`src/rtl/fpadd_result_stage.sv`:
```
// Result stage for the floating-point adder: a 2-entry FIFO that right-justifies
// results by precision, accumulates sticky exception flags and counts accepted results.
module fpadd_result_stage (
   input  logic        clk,
   input  logic        reset,
   input  logic        in_valid,
   output logic        in_ready,
   input  logic [63:0] in_result,
   input  logic [4:0]  in_flags,
   input  logic        in_denorm,
   input  logic [1:0]  in_p,
   output logic        out_valid,
   input  logic        out_ready,
   output logic [63:0] out_data,
   output logic [4:0]  out_flags,
   output logic        out_denorm,
   input  logic        flag_clr,
   output logic [4:0]  sticky_flags,
   output logic [15:0] op_count
);

   typedef enum logic [1:0] {EMPTY, ONE, FULL} state_t;

   state_t      state;
   logic [63:0] tail_data;
   logic [4:0]  tail_flags;
   logic        tail_denorm;
   logic [63:0] ext_data;
   logic        push;
   logic        pop;

   // Results arrive MSB-justified; reserved precision falls back to double.
   always_comb begin
      ext_data = in_result;
      case (in_p)
         2'b10:   ext_data = {48'h0, in_result[63:48]};
         2'b01:   ext_data = {32'h0, in_result[63:32]};
         default: ext_data = in_result;
      endcase
   end

   assign in_ready  = (state != FULL);
   assign out_valid = (state != EMPTY);
   assign push      = in_valid && in_ready;
   assign pop       = out_valid && out_ready;

   // The out_* registers are the head slot; the tail slot is only used in FULL.
   always_ff @(posedge clk) begin
      if (reset) begin
         state       <= EMPTY;
         out_data    <= 64'h0;
         out_flags   <= 5'h0;
         out_denorm  <= 1'b0;
         tail_data   <= 64'h0;
         tail_flags  <= 5'h0;
         tail_denorm <= 1'b0;
      end else begin
         case (state)
            EMPTY: begin
               if (push) begin
                  out_data   <= ext_data;
                  out_flags  <= in_flags;
                  out_denorm <= in_denorm;
                  state      <= ONE;
               end
            end
            ONE: begin
               if (push && pop) begin
                  out_data   <= ext_data;
                  out_flags  <= in_flags;
                  out_denorm <= in_denorm;
               end else if (push) begin
                  tail_data   <= ext_data;
                  tail_flags  <= in_flags;
                  tail_denorm <= in_denorm;
                  state       <= FULL;
               end else if (pop) begin
                  state <= EMPTY;
               end
            end
            FULL: begin
               if (pop) begin
                  out_data   <= tail_data;
                  out_flags  <= tail_flags;
                  out_denorm <= tail_denorm;
                  state      <= ONE;
               end
            end
            default: state <= EMPTY;
         endcase
      end
   end

   // A clear in the same cycle as a push keeps only the new flags.
   always_ff @(posedge clk) begin
      if (reset) begin
         sticky_flags <= 5'h0;
         op_count     <= 16'h0;
      end else begin
         if (flag_clr)
            sticky_flags <= push ? in_flags : 5'h0;
         else if (push)
            sticky_flags <= sticky_flags | in_flags;
         if (push)
            op_count <= op_count + 16'd1;
      end
   end

endmodule

```
`config.mk`:
```
export PLATFORM = sky130hd
export DESIGN_NAME = fpadd_result_stage
export DESIGN_NICKNAME = d
export VERILOG_FILES = /design/src/rtl/fpadd_result_stage.sv
export SDC_FILE = /design/constraint.sdc
export NUM_CORES = 1
export LEC_CHECK = 0
export ABC_AREA = 0
export CORE_MARGIN = 8
export CORE_UTILIZATION = 25
export CTS_CLUSTER_DIAMETER = 50
export DETAILED_ROUTE_END_ITERATION = 7
export PLACE_DENSITY = 0.57
export SLEW_MARGIN = 25
export SYNTH_ARGS = -nofsm -noshare
export SYNTH_HDL_FRONTEND = slang
export SYNTH_SLANG_ARGS = --single-unit
```
`constraint.sdc`:
```
create_clock -name clk -period 1.56 [get_ports clk]
set_clock_uncertainty 0.15 [all_clocks]
set_input_delay 0.234 -clock clk [delete_from_list [all_inputs] [get_ports clk]]
set_output_delay 0.234 -clock clk [all_outputs]
set_load 0.01 [all_outputs]
```
==> results.cfg, run 1 <==
[timing]
slew_headroom_pct = 70.7
whs_ns = 0.145
hold_viol = 0
clock.fmax_mhz = 552
finalSetupTns_ns = -21.48
fin_crit_ns = 1.81
rsz0062_at_grt = yes
finalSetupViolCount = 158
tightest_slew_ns = 0.436
slew_violations = 0
fin_crit_sh_pct = 116
setup_ws_ns = -0.253

[critical_path]
path_class = reg -> reg
cp-end-kind = flip-flop
max_stage_delay_ns = 0.36
cp_max_fo = 8
r2r-start = state[0]
path_delay_family = buffers and inverters
crit_path_top_delay_cell = dfxtp_4
path_cells = buf_6 -> nand3b_1 -> o21ai_4 -> buf_12 -> buf_12 -> buf_16 -> nor2_2 -> a311oi_1
cp_common_cell = buf_12
cp.required_ns = 1.75
r2r_setup_slack_ns = -0.25
path_depth = 8
r2r_end = out_data[60]
path_buf_inv = 4
start_kind = flip-flop
cp.arrival_ns = 2.00
crit_path_start = state[0]
reg2reg_depth = 8
crit_path_end = out_data[60]

[layout]
finalCoreUtilization_pct = 49.3
layout.nets = 1306
n_antenna_cell = 0
synthToLayoutAreaGrowth_pct = 93.7
fillCellCount = 2583
layout-drive-gt1-share_pct = 44.1
multiInputGateArea_um2 = 5110
regArea_um2 = 3290

[floorplanning]
fp.dieH_um = 185
num_rows = 61
start_util_pct = 25.5
core_um2 = 27900
ios = 170
die_w_um = 185
dieArea_um2 = 34100

[clock_network]
cts_hold_buf = 0
cts_tree = yes
clock_sinks = 163
cts_root_buf = clkbuf_16
cts_buffers = 17
clock_latency_ns = 0.43
cts_max_level = 4
clk_pin_slew_ns = 0.07
clockBufferDepth = 2

[route]
wl_per_cell_um = 21.5
drc_errors = 0
post_drt_via_cell_ratio = 5.22
first_pass_iters = 7
ant_nets = 0
vias = 8435
routed_wl_mm = 34.8
dr.first_iter.drc_count = 668

[synth]
synth_top_area_share_pct = 45.9
synthFlopType = dfxtp_1
syn_area_um2 = 7110
synth_edf_count = 0
synthDistinctLibCells = 40
yosysSeqAreaShare_pct = 45.9
ys_ff_latch = 163
syn_inst = 932
synthArstFlopShare_pct = 0
synth_area_leaders = dfxtp_1 46%, nand2_1 12%, a21oi_1 7.2%, nor2_1 5.3%, nand3_1 4.7%
synth_area_leader_cell = dfxtp_1
yosys_warnings = 0
synth_commonest_cells = 220 x nand2_1, 163 x dfxtp_1, 102 x a21oi_1, 100 x nor2_1, 67 x nand3_1
syn_avg_cell_area_um2 = 7.63
syn_nets = 1012
synth_most_common_cell = nand2_1

[power]
vdd_drop_max_uv = 539
p_leak_nw = 5.38
power_density_nw_per_um2 = 851
total_power_mw = 11.7

[placement]
hpwl_mm = 19.4
gp_congestion = 0.802
portBuffers = 169

[job]
max_cap_viol_count = 0

[grt]
grt_pass1_vias = 8112
grt_max_degree = 48
antenna_found_initial = 1
grt-ovfl-total = 0
grt_pass1_wl_mm = 49.4
track_usage_pct = 19.0

[outcome]
status = finished, violations left
violations = setup timing

[worst_hold_path]
hold_class = in -> reg
[worst min-delay path, cell delays in order]
cell,delay [ns]
buf_4,0.17
buf_12,0.24
a21oi_2,0.05
[cell families after synthesis]
| family | share of synthesized area (%) |
|---|---|
| muxes | 0.282 |
| AOI/OAI and AO/OA | 19.5 |
| adders and majority gates | 0.528 |
| buffers and inverters | 5.00 |
| and+or+nand+nor | 28.1 |
| xor gates and xnor gates | 0.739 |
| DFF | 45.9 |
[metrics by stage]
stage / cell area (um2) / cells / setup WS [ns]
finish: 13800 / 1617 / -0.253
global route: 13800 / 1617 / -0.327
detailed placement: 10100 / 1502 / -0.674
global placement: 10100 / 1502 / -0.632
floorplan: 7150 / 932 / 0.00478
CTS: 12600 / 1604 / -0.214
[cells in the final DEF, fill, tap and decap left out, types with 18 or more instances in the layout]
cell type and instances:
a311oi_2 25, buf_6 33, nand3_4 18, buf_12 48
nand2_4 24, clkdlybuf4s50_1 73, dlygate4sd2_1 81, buf_16 21
nor2_2 28, nand2_1 178, dfxtp_1 146, nand2_2 18
a21oi_2 67, clkbuf_16 23, nand3_2 41, a21oi_1 35
buf_4 74, nor2_1 56
[power breakdown]
| group | total (mW) | switching (mW) | internal (mW) |
|---|---|---|---|
| clock | 4.26 | 2.01 | 2.25 |
| combinational | 2.92 | 1.48 | 1.43 |
| sequential | 4.54 | 0.159 | 4.38 |
| total | 11.7 | 3.65 | 8.06 |
[registers in the layout, indices dropped and copies added, names as in the netlist]
signal,cells
tail_denorm,1
sticky_flags,5
op_count,16
out_data,64
tail_flags,5
tail_data,64
state,2
out_denorm,1
out_flags,5
[final cells by class]
cell class | count | area share [%]
Multi-Input combinational cell | 683 | 37.1
Tap cell | 378 | 3.43
Timing Repair Buffer | 358 | 31.3
Clock buffer | 17 | 3.09
Clock inverter | 15 | 1.06
Sequential cell | 163 | 23.9
Inverter | 3 | 0.118
[layer usage]
| metal | vias to the layer above | routed length (um) | GRT usage [%] |
|---|---|---|---|
| li1 | 3881 | - | - |
| met1 | 4095 | 14000 | 23.8 |
| met2 | 377 | 16500 | 30.1 |
| met3 | 80 | 3190 | 6.26 |
| met4 | 2 | 1050 | 6.63 |
| met5 | - | 10 | 0 |
[worst min path at each step]
| stage | startpoint | to | slack, ns | depth (start not counted) |
|---|---|---|---|---|
| after floorplan | out_ready | state[1] | 0.16 | 1 |
| after global placement | out_data[31] | out_data[31] | 0.29 | 2 |
| after detailed placement | out_data[27] | out_data[27] | 0.30 | 2 |
| after CTS | reset | tail_data[60] | 0.12 | 3 |
| after global routing | reset | out_data[17] | 0.15 | 3 |
| final | reset | tail_data[60] | 0.14 | 3 |
[repair_timing]
action                                 4_1_cts  5_1_grt
setup buffers                               41       25
gates cloned                                31        7
endpoints found under the hold margin        0        0
setup endpoints to repair                  246      174
pin swaps                                  120      125
resized for setup                          311      280
Note: power is estimated with default switching activity, not from simulation.
==> run 2: changes to the inputs <==
--- a/config.mk
+++ b/config.mk
@@ -11,6 +11,7 @@
 export CTS_CLUSTER_DIAMETER = 50
 export DETAILED_ROUTE_END_ITERATION = 7
 export PLACE_DENSITY = 0.57
+export SETUP_SLACK_MARGIN = 0.05
 export SLEW_MARGIN = 25
 export SYNTH_ARGS = -nofsm -noshare
 export SYNTH_HDL_FRONTEND = slang
==> run 2 against run 1 <==
The run still ends with setup timing left. Sequential share of layout area up 2.7 points. Utilization fell by 5.0 points. Flip-flop and latch count stayed put. Final cell count decreased by 0.87%. Cell area fell by 10%. Largest power group unchanged.
==> results.cfg, run 2 (synthesis results as in run 1) <==
[outcome]
status = finished, violations left
violations = setup timing

[timing]
slew_headroom_pct = 72.1
slew_violations = 0
clock.fmax_mhz = 566
setup_ws_ns = -0.207
finalSetupViolCount = 150
fin_crit_ns = 1.77
hold_viol = 0
tightest_slew_ns = 0.417
fin_crit_sh_pct = 113
rsz0062_at_grt = yes

[worst_hold_path]
holdPathEnd = out_data[27]
hold_class = in -> reg
whs_path_depth = 3
min_from = reset

[clock_network]
clock_latency_ns = 0.42
cts_max_level = 4
cts_tree = yes
cts_root_buf = clkbuf_16
clockBufferDepth = 2
clock_sinks = 163
cts_buffers = 17
clk_pin_slew_ns = 0.07

[layout]
layout-drive-gt1-share_pct = 29.2
regArea_um2 = 3300
fillCellCount = 2755
multiInputGateArea_um2 = 4100
layout.nets = 1291
design_area_um2 = 12400
mostFrequentLayoutCell = nand2_1
synthToLayoutAreaGrowth_pct = 74.0
finalCoreUtilization_pct = 44.3
final_cell_mix = 204 x nand2_1, 144 x dfxtp_1, 90 x buf_4
top_regs = out_data: 64 flops, tail_data: 64 flops, op_count: 16 flops

[floorplanning]
start_util_pct = 25.5
core_um2 = 27900
die_w_um = 185
fp.dieH_um = 185
dieArea_um2 = 34100
ios = 170
num_rows = 61

[grt]
antenna_found_initial = 1
grt_pass1_wl_mm = 45.0
track_usage_pct = 17.0
grt_pass1_vias = 7524
grt-ovfl-total = 0
grt_max_degree = 74

[power]
vdd_drop_max_uv = 700
total_power_mw = 11.6
p_leak_nw = 4.91
power_density_nw_per_um2 = 935

[critical_path]
r2r_setup_slack_ns = -0.21
r2r_end = tail_data[11]
cp.arrival_ns = 1.97
cp.required_ns = 1.76
cp_max_fo = 5
max_stage_delay_ns = 0.38
reg2reg_depth = 9
path_buf_inv = 5
cp-end-kind = flip-flop
path_cells = buf_6 -> buf_4 -> nand2b_2 -> nor2_4 -> buf_12 -> buf_12 -> bufbuf_16 -> nand2_1 -> a21oi_1
start_kind = flip-flop
path_delay_family = buffers and inverters
crit_path_top_delay_cell = dfxtp_4
r2r-start = state[0]
cp_common_cell = buf_12
path_class = reg -> reg

[route]
routed.top_layer = met5
wl_per_cell_um = 18.9
dr_wl_met3_mm = 2.16
post_drt_via_cell_ratio = 4.97
wl_met2_mm = 14.2
routed_wl_mm = 30.2
dr.first_iter.drc_count = 640
ant_nets = 0
drc_errors = 0
met1_length_mm = 13.3
vias = 7973
first_pass_iters = 7

[placement]
portBuffers = 169
placed_area_um2 = 10300
pre_cts_slack_ns = -0.632
hpwl_mm = 19.5
gp_congestion = 0.789

[job]
max_cap_viol_count = 0
[run 2: final cells by class]
type	instances	area share, %
diodes	1	0.0202
clock buffers	19	3.58
clock inverters	13	1.41
inverters	3	0.131
multi-input cells	683	33.1
flip-flops and latches	163	26.6
well taps	378	3.82
repair buffers	343	31.3
[run 2: worst max-delay path by stage]
stage                         from             to  slack, ns  cells past startpoint
final                     state[0]  tail_data[11]      -0.21                      9
after global routing      state[0]  tail_data[13]      -0.30                      9
after CTS                 state[0]   out_data[57]      -0.19                      8
after detailed placement   in_p[0]    out_data[9]      -0.63                      7
after global placement     in_p[0]    out_data[9]      -0.63                      7
after floorplan            in_p[0]    out_data[3]       0.02                      7
[run 2: power breakdown]
group          switching, mW  total [mW]  internal [mW]
logic                   1.23        2.56           1.32
registers              0.155        4.54           4.38
clock network           1.88        4.48           2.59
total                   3.27        11.6           8.30
[run 2: worst min-delay path: cells and delay by family]
kind	cells	cell delay (ns)
compound gates	1	0.04
buf+inv	2	0.38
[run 2: metal layers]
| metal | global-route usage [%] | vias to the layer above |
|---|---|---|
| met5 | 0 | - |
| met4 | 5.06 | 2 |
| met3 | 4.31 | 42 |
| met2 | 26.9 | 277 |
| met1 | 22.4 | 3823 |
| li1 | - | 3829 |
[run 2: what timing repair did]
item,CTS,global route
gates cloned,16,3
pin swaps,48,76
buffers inserted,23,15
hold buffers,0,0
resized for setup,197,136
setup endpoints to repair,246,177
[run 2: through the flow]
step	hold WS [ns]	TNS, ns	cells
after CTS	0.109	-19.32	1586
final	0.135	-17.91	1603
after global placement	0.291	-73.80	1515
after detailed placement	0.295	-75.18	1515
after floorplan	0.156	0	932
after global routing	0.133	-32.35	1602
==> variant 1 (config.mk and constraints of run 1) <==
Make the reset (`reset`) asynchronous in 2 clocked blocks.
--- a/src/rtl/fpadd_result_stage.sv
+++ b/src/rtl/fpadd_result_stage.sv
@@ -45,7 +45,7 @@
    assign pop       = out_valid && out_ready;
 
    // The out_* registers are the head slot; the tail slot is only used in FULL.
-   always_ff @(posedge clk) begin
+   always_ff @(posedge clk or posedge reset) begin
       if (reset) begin
          state       <= EMPTY;
          out_data    <= 64'h0;
@@ -92,7 +92,7 @@
    end
 
    // A clear in the same cycle as a push keeps only the new flags.
-   always_ff @(posedge clk) begin
+   always_ff @(posedge clk or posedge reset) begin
       if (reset) begin
          sticky_flags <= 5'h0;
          op_count     <= 16'h0;
Behaviour: differs if reset is asserted again (counterexample within 4 cycles, from zero or initial values and one cycle with reset high); with reset held inactive, the same outputs for 4 cycles.
==> variant 1 against run 1 <==
- the flow still finishes with violations (setup timing)
- cell area shrank 11%
- count of clock-buffer cells in the layout grew 3
- synthesized area grew 1.0%
- routed wire length shrank 19%
- sequential share of layout area grew 9.5 points
- die area grew 0.93%
- sequential cell count is the same
- setup slack lost 4.4 ps
- total power grew 44%
- critical path type unchanged
- critical endpoint is now out_data[31]
- largest power group unchanged
==> variant 1: results (changes against run 1) <==
| Group | Parameter | This run | vs run 1 |
|---|---|---|---|
| status | Result of the run | finished with violations |  |
| status | Violated checks | setup timing |  |
| drt | Vias per std cell | 4.821 | -7.6% |
| clock tree | Clk buf depth | 2 | unchanged |
| synthesis | Post-synth cell types | 35 | -13% |
| placement | Final HPWL from detailed placement | 18360 um | -5.3% |
| drt | DRT iter0 DRCs | 469 | -30% |
| power | Worst IR Drop VDD | 0.6849 mV | +27% |
| synthesis | Part of the Yosys area used for sequential elements | 56.78% | +11 points |
| synthesis | Post-Syn Nets | 836 | -17% |
| clock tree | Clk_lat worst skew | 430 ps | about the same |
| global route | First-pass GRT wire length | 41470 um | -16% |
| placement | Post-Place Worst Slack | -811.4 ps | -137.6 ps |
| placement | Final Wtd Congestion | 0.7296 | -9.0% |
| drt | First drt pass iteration count | 5 | -2 |
| power | P_leak | 5.408 nW | +0.57% |
| drt | Post-DR wirelength/cell | 19.79 um | -8.1% |
| global route | Initial antenna violation count | 2 | +1 |
| synthesis | Main flop type after synthesis | dfrtp_1 |  |
| global route | Maximum number of pins on one net before global-route repair | 76 | +58% |
| cells and area | Nets | 1103 | -16% |
| global route | GRT Overall Usage | 15.98% | -3.0 points |
| setup path | Crit Path Max Fanout | 8 | unchanged |
| synthesis | Share of flip-flops with an asynchronous set or reset | 100.0% | +100 points |
| timing | Final critical-path setup slack | -257.1 ps | -4.430 ps |
| global route | Number of global-route vias before repair | 6759 | -17% |
| setup path | Data arrival time of the critical path | 1990 ps |  |
| timing | Setup violations, final | 149 | -5.7% |
| timing | Slew at the pin with the worst max-slew slack | 428.1 ps | -7.439 ps |
| synthesis | List of most frequent post-synthesis cells | dfrtp_1, nand2_1, nor2_1 |  |
| power | Cell Pwr Density | 1378 nW/um2 | +62% |
| synthesis | Warnings, synthesis | 0 | unchanged |
| cells and area | Fraction of layout cells with a size suffix above 1 | 32.43% | -12 points |
| synthesis | Main area contributors after synthesis | dfrtp_1, nand2_1, o21ai_0, nor2_1, a21oi_1 |  |
variant 1: cell count changes after synthesis, sizes merged, moves of 28 or more:
cell / change
dfrtp: +163
dfxtp: -163
nand2: -70
a21oi: -52
o21ai: +41
a311oi: -38
a31oi: +38
nand3: -31
clkbuf: -28
variant 1: logic make-up (layout without fill, tap and decap cells):
kind of cell               Yosys count  count (layout)  synth area share, %
DFF                                163             163                56.78
other                                0               1                    0
buffers and inverters               64             344                3.989
and+or+nand+nor                    280             280                16.20
muxes                               25              25                3.884
adders and majority gates            3               3               0.5226
xor gates and xnor gates            15              15                1.829
AOI/OAI and AO/OA                  206             206                16.79
variant 1: repair_timing:
item | CTS | global route
pin swaps | 37 | 32
hold buffers | 1 | 0
gates resized for setup | 250 | 167
hold endpoints to repair | 1 | 0
buffers inserted | 22 | 9
setup endpoints to repair | 247 | 178
gates cloned | 16 | 9
variant 1: metrics by stage:
stage	hold WS [ps]	power, mW	std cells	setup TNS (ps)	instance area (um2)
5_1_grt	295.7	17.75	1421	-30710	12210
4_1_cts	247.1	16.08	1407	-22000	11550
3_3_place_gp	309.5	11.01	1336	-83260	10090
2_1_floorplan	150.4	8.358	756	-147790	7338
6_report	264.9	16.83	1421	-22830	12210
3_5_place_dp	319.6	11.11	1336	-85040	10090
variant 1: worst max-delay path, stage by stage, from the launching register on:
cell,delay (ps)
dfrtp_2,440
and2b_2,270
o2bb2ai_4,130
buf_12,160
buf_12,120
buf_12,130
mux2_4,300
variant 1: layout make-up:
class | instances | area (um2)
diodes | 1 | 2.502
clock buffers | 20 | 456.7
clock inverters | 12 | 177.7
fillers | 2747 | 16260
inverters | 5 | 32.53
multi-input cells | 529 | 3567
flip-flops and latches | 163 | 4084
well taps | 384 | 480.5
repair buffers | 307 | 3412
variant 1: final timing paths:
kind | from | endpoint | slack (ps) | cells after the start
max | state[1] | out_data[31] | -260 | 6
min reg2reg | op_count[15] | op_count[15] | 320 | 1
max in group asynchronous | reset | out_data[46] | 190 | 4
max reg2reg | state[1] | out_data[31] | -260 | 6
min | in_denorm | out_denorm | 260 | 3
min in group asynchronous | reset | out_flags[2] | 460 | 3
variant 1: per-layer routing:
layer | part of all wire [%] | vias up | routed length, um | track usage [%]
met1 | 43 | 3410 | 11980 | 20.41
met3 | 6.0 | 37 | 1682 | 3.982
met4 | 2.1 | 2 | 581 | 5.026
met5 | 0.046 | - | 13 | 0
li1 | - | 3187 | - | -
met2 | 49 | 215 | 13870 | 26.21
variant 1: power breakdown:
part | internal (mW) | leakage [nW] | switching [mW]
clock network | 2.77 | 0.310 | 1.81
registers | 5.48 | 2.02 | 0.948
logic | 3.10 | 3.07 | 2.72
total | 11.3 | 5.41 | 5.48
==> variant 2 (config.mk and constraints of run 1) <==
Made on the original files. Put one more register stage on the output `sticky_flags`. The value now appears one clock later. The other outputs are not delayed to match.
--- a/src/rtl/fpadd_result_stage.sv
+++ b/src/rtl/fpadd_result_stage.sv
@@ -20,6 +20,8 @@
 );
 
    typedef enum logic [1:0] {EMPTY, ONE, FULL} state_t;
+
+   logic [4:0] sticky_flags_s0;
 
    state_t      state;
    logic [63:0] tail_data;
@@ -94,17 +96,21 @@
    // A clear in the same cycle as a push keeps only the new flags.
    always_ff @(posedge clk) begin
       if (reset) begin
-         sticky_flags <= 5'h0;
+         sticky_flags_s0 <= 5'h0;
          op_count     <= 16'h0;
       end else begin
          if (flag_clr)
-            sticky_flags <= push ? in_flags : 5'h0;
+            sticky_flags_s0 <= push ? in_flags : 5'h0;
          else if (push)
-            sticky_flags <= sticky_flags | in_flags;
+            sticky_flags_s0 <= sticky_flags_s0 | in_flags;
          if (push)
             op_count <= op_count + 16'd1;
       end
    end
 
+   always_ff @(posedge clk) begin
+      sticky_flags <= sticky_flags_s0;
+   end
+
 endmodule
 
Behaviour: not the same (Yosys sat finds a counterexample within 4 cycles, from zero or initial values and one cycle with reset high).
==> variant 2 against run 1 <==
- the flow still finishes with violations (setup timing)
- routed wire length down 8.8%
- non-clock buffer count down 21
- sequential cell count up 5
- total power about the same
- setup slack better by 59 ps
- cell area down 5.9%
- synthesized area up 1.1%
- critical path depth down 4
- largest cell class unchanged
==> variant 2: results (changes against run 1) <==
| Group | Parameter | This run | vs run 1 |
|---|---|---|---|
| timing | Setup Total Neg Slack | -11400 ps | +10070 ps |
| timing | Final critical-path setup slack | -193.6 ps | +59.16 ps |
| synthesis | Main area contributors after synthesis | dfxtp_1, nand2_1, a21oi_1, nor2_1, nand3_1 |  |
| power | Final total power | 11.71 mW | about the same |
| placement | Final HPWL from detailed placement | 19500 um | +0.59% |
| drt | Total routed wirelength | 31740 um | -8.8% |
| global route | Met3 track demand over resource in global routing | 5.192% | -1.1 points |
| global route | GR Util met2 | 28.73% | -1.3 points |
| global route | Met1 Track Usage GR | 22.19% | -1.6 points |
| synthesis | Share of cell area taken by muxes after synthesis | 0.2786% | -0.0029 points |
| synthesis | Part of the Yosys area used for sequential elements | 46.80% | +0.91 points |
| setup path | Data arrival time of the critical path | 1370 ps | -630 ps |
| power | Power consumed by sequential cells | 4.68 mW | +3% |
| drt | Met3 wirelength from detailed routing | 2425 um | -24% |
| synthesis | Post-Synth XOR/XNOR Area | 0.7313% | -0.0077 points |
| placement | Final Wtd Congestion | 0.7912 | -1.3% |
| drt | DRT iter0 DRCs | 591 | -12% |
| cells and area | Nets | 1291 | -1.1% |
| power | Switching fraction of total power | 29.11% | -2.0 points |
| timing | Setup violations, final | 144 | -8.9% |
| timing | Worst rel slew slack | 66.41% | -4.2 points |
| status | Result of the run | finished with violations |  |
| drt | Routed length on met2 | 15050 um | -8.9% |
| setup path | Crit Path Max Fanout | 4 | -4 |
| drt | First drt pass iteration count | 5 | -2 |
| synthesis | Post-synth cell types | 38 | -5.0% |
| global route | First-pass GRT wire length | 46730 um | -5.4% |
| power | Total combinational power | 2.69 mW | -7.9% |
| synthesis | List of most frequent post-synthesis cells | nand2_1, dfxtp_1, a21oi_1 |  |
| min path | Type of the worst min-delay path | flip-flop to flip-flop |  |
| power | P_leak | 5.118 nW | -4.8% |
| drt | Via count of the routed design | 8166 | -3.2% |
| synthesis | Post-Syn Nets | 1018 | +0.59% |
| status | Violated checks | setup timing |  |
| power | Worst IR Drop VDD | 0.6059 mV | +12% |
| synthesis | Synthesized-area fraction occupied by ao, oa, aoi and oai cells | 19.21% | -0.27 points |
==> variant 2: cell count changes in the layout (fill, tap and decap cells not counted), moves of 12 or more <==
| cell | before | now |
|---|---|---|
| buf_4 | 74 | 86 |
| o221ai_1 | 0 | 12 |
| nand2_1 | 178 | 194 |
| nand3_1 | 10 | 33 |
| nand3_2 | 41 | 21 |
==> variant 2: final timing paths <==
kind | slack, ps | startpoint | endpoint
setup / recovery | -190 | state[0] | out_valid
hold / removal | 200 | sticky_flags_s0[4] | sticky_flags[4]
setup reg to reg | -170 | state[0] | out_data[60]
hold reg to reg | 200 | sticky_flags_s0[4] | sticky_flags[4]
==> variant 2: what timing repair did <==
| action | 4_1_cts | 5_1_grt |
|---|---|---|
| setup buffers | 27 | 15 |
| resized for setup | 280 | 214 |
| cloned | 25 | 0 |
| hold buffers | 1 | 0 |
| pin swaps | 105 | 100 |
| hold endpoints to repair | 6 | 0 |
| setup endpoints to repair | 243 | 165 |
==> variant 2: per-stage QoR <==
step           utilization (%)  cell area (um2)  hold slack [ps]  std cells  setup slack [ps]
2_1_floorplan                -             7217            163.3        938            -4.168
3_3_place_gp             35.70            10160            183.7       1520            -644.2
3_5_place_dp             35.70            10160            183.7       1520            -678.5
4_1_cts                  43.28            12320            201.5       1604            -174.8
5_1_grt                  45.52            12960            207.5       1607            -242.3
6_report                 45.52            12960            201.6       1607            -193.6
==> variant 2: cell type report <==
| class | instances | share of cell area (%) |
|---|---|---|
| Multi-Input combinational cell | 682 | 36.18 |
| Timing Repair Buffer | 337 | 29.23 |
| Sequential cell | 168 | 26.12 |
| Tap cell | 384 | 3.707 |
| Clock buffer | 19 | 3.495 |
| Clock inverter | 12 | 1.081 |
| Inverter | 5 | 0.1834 |
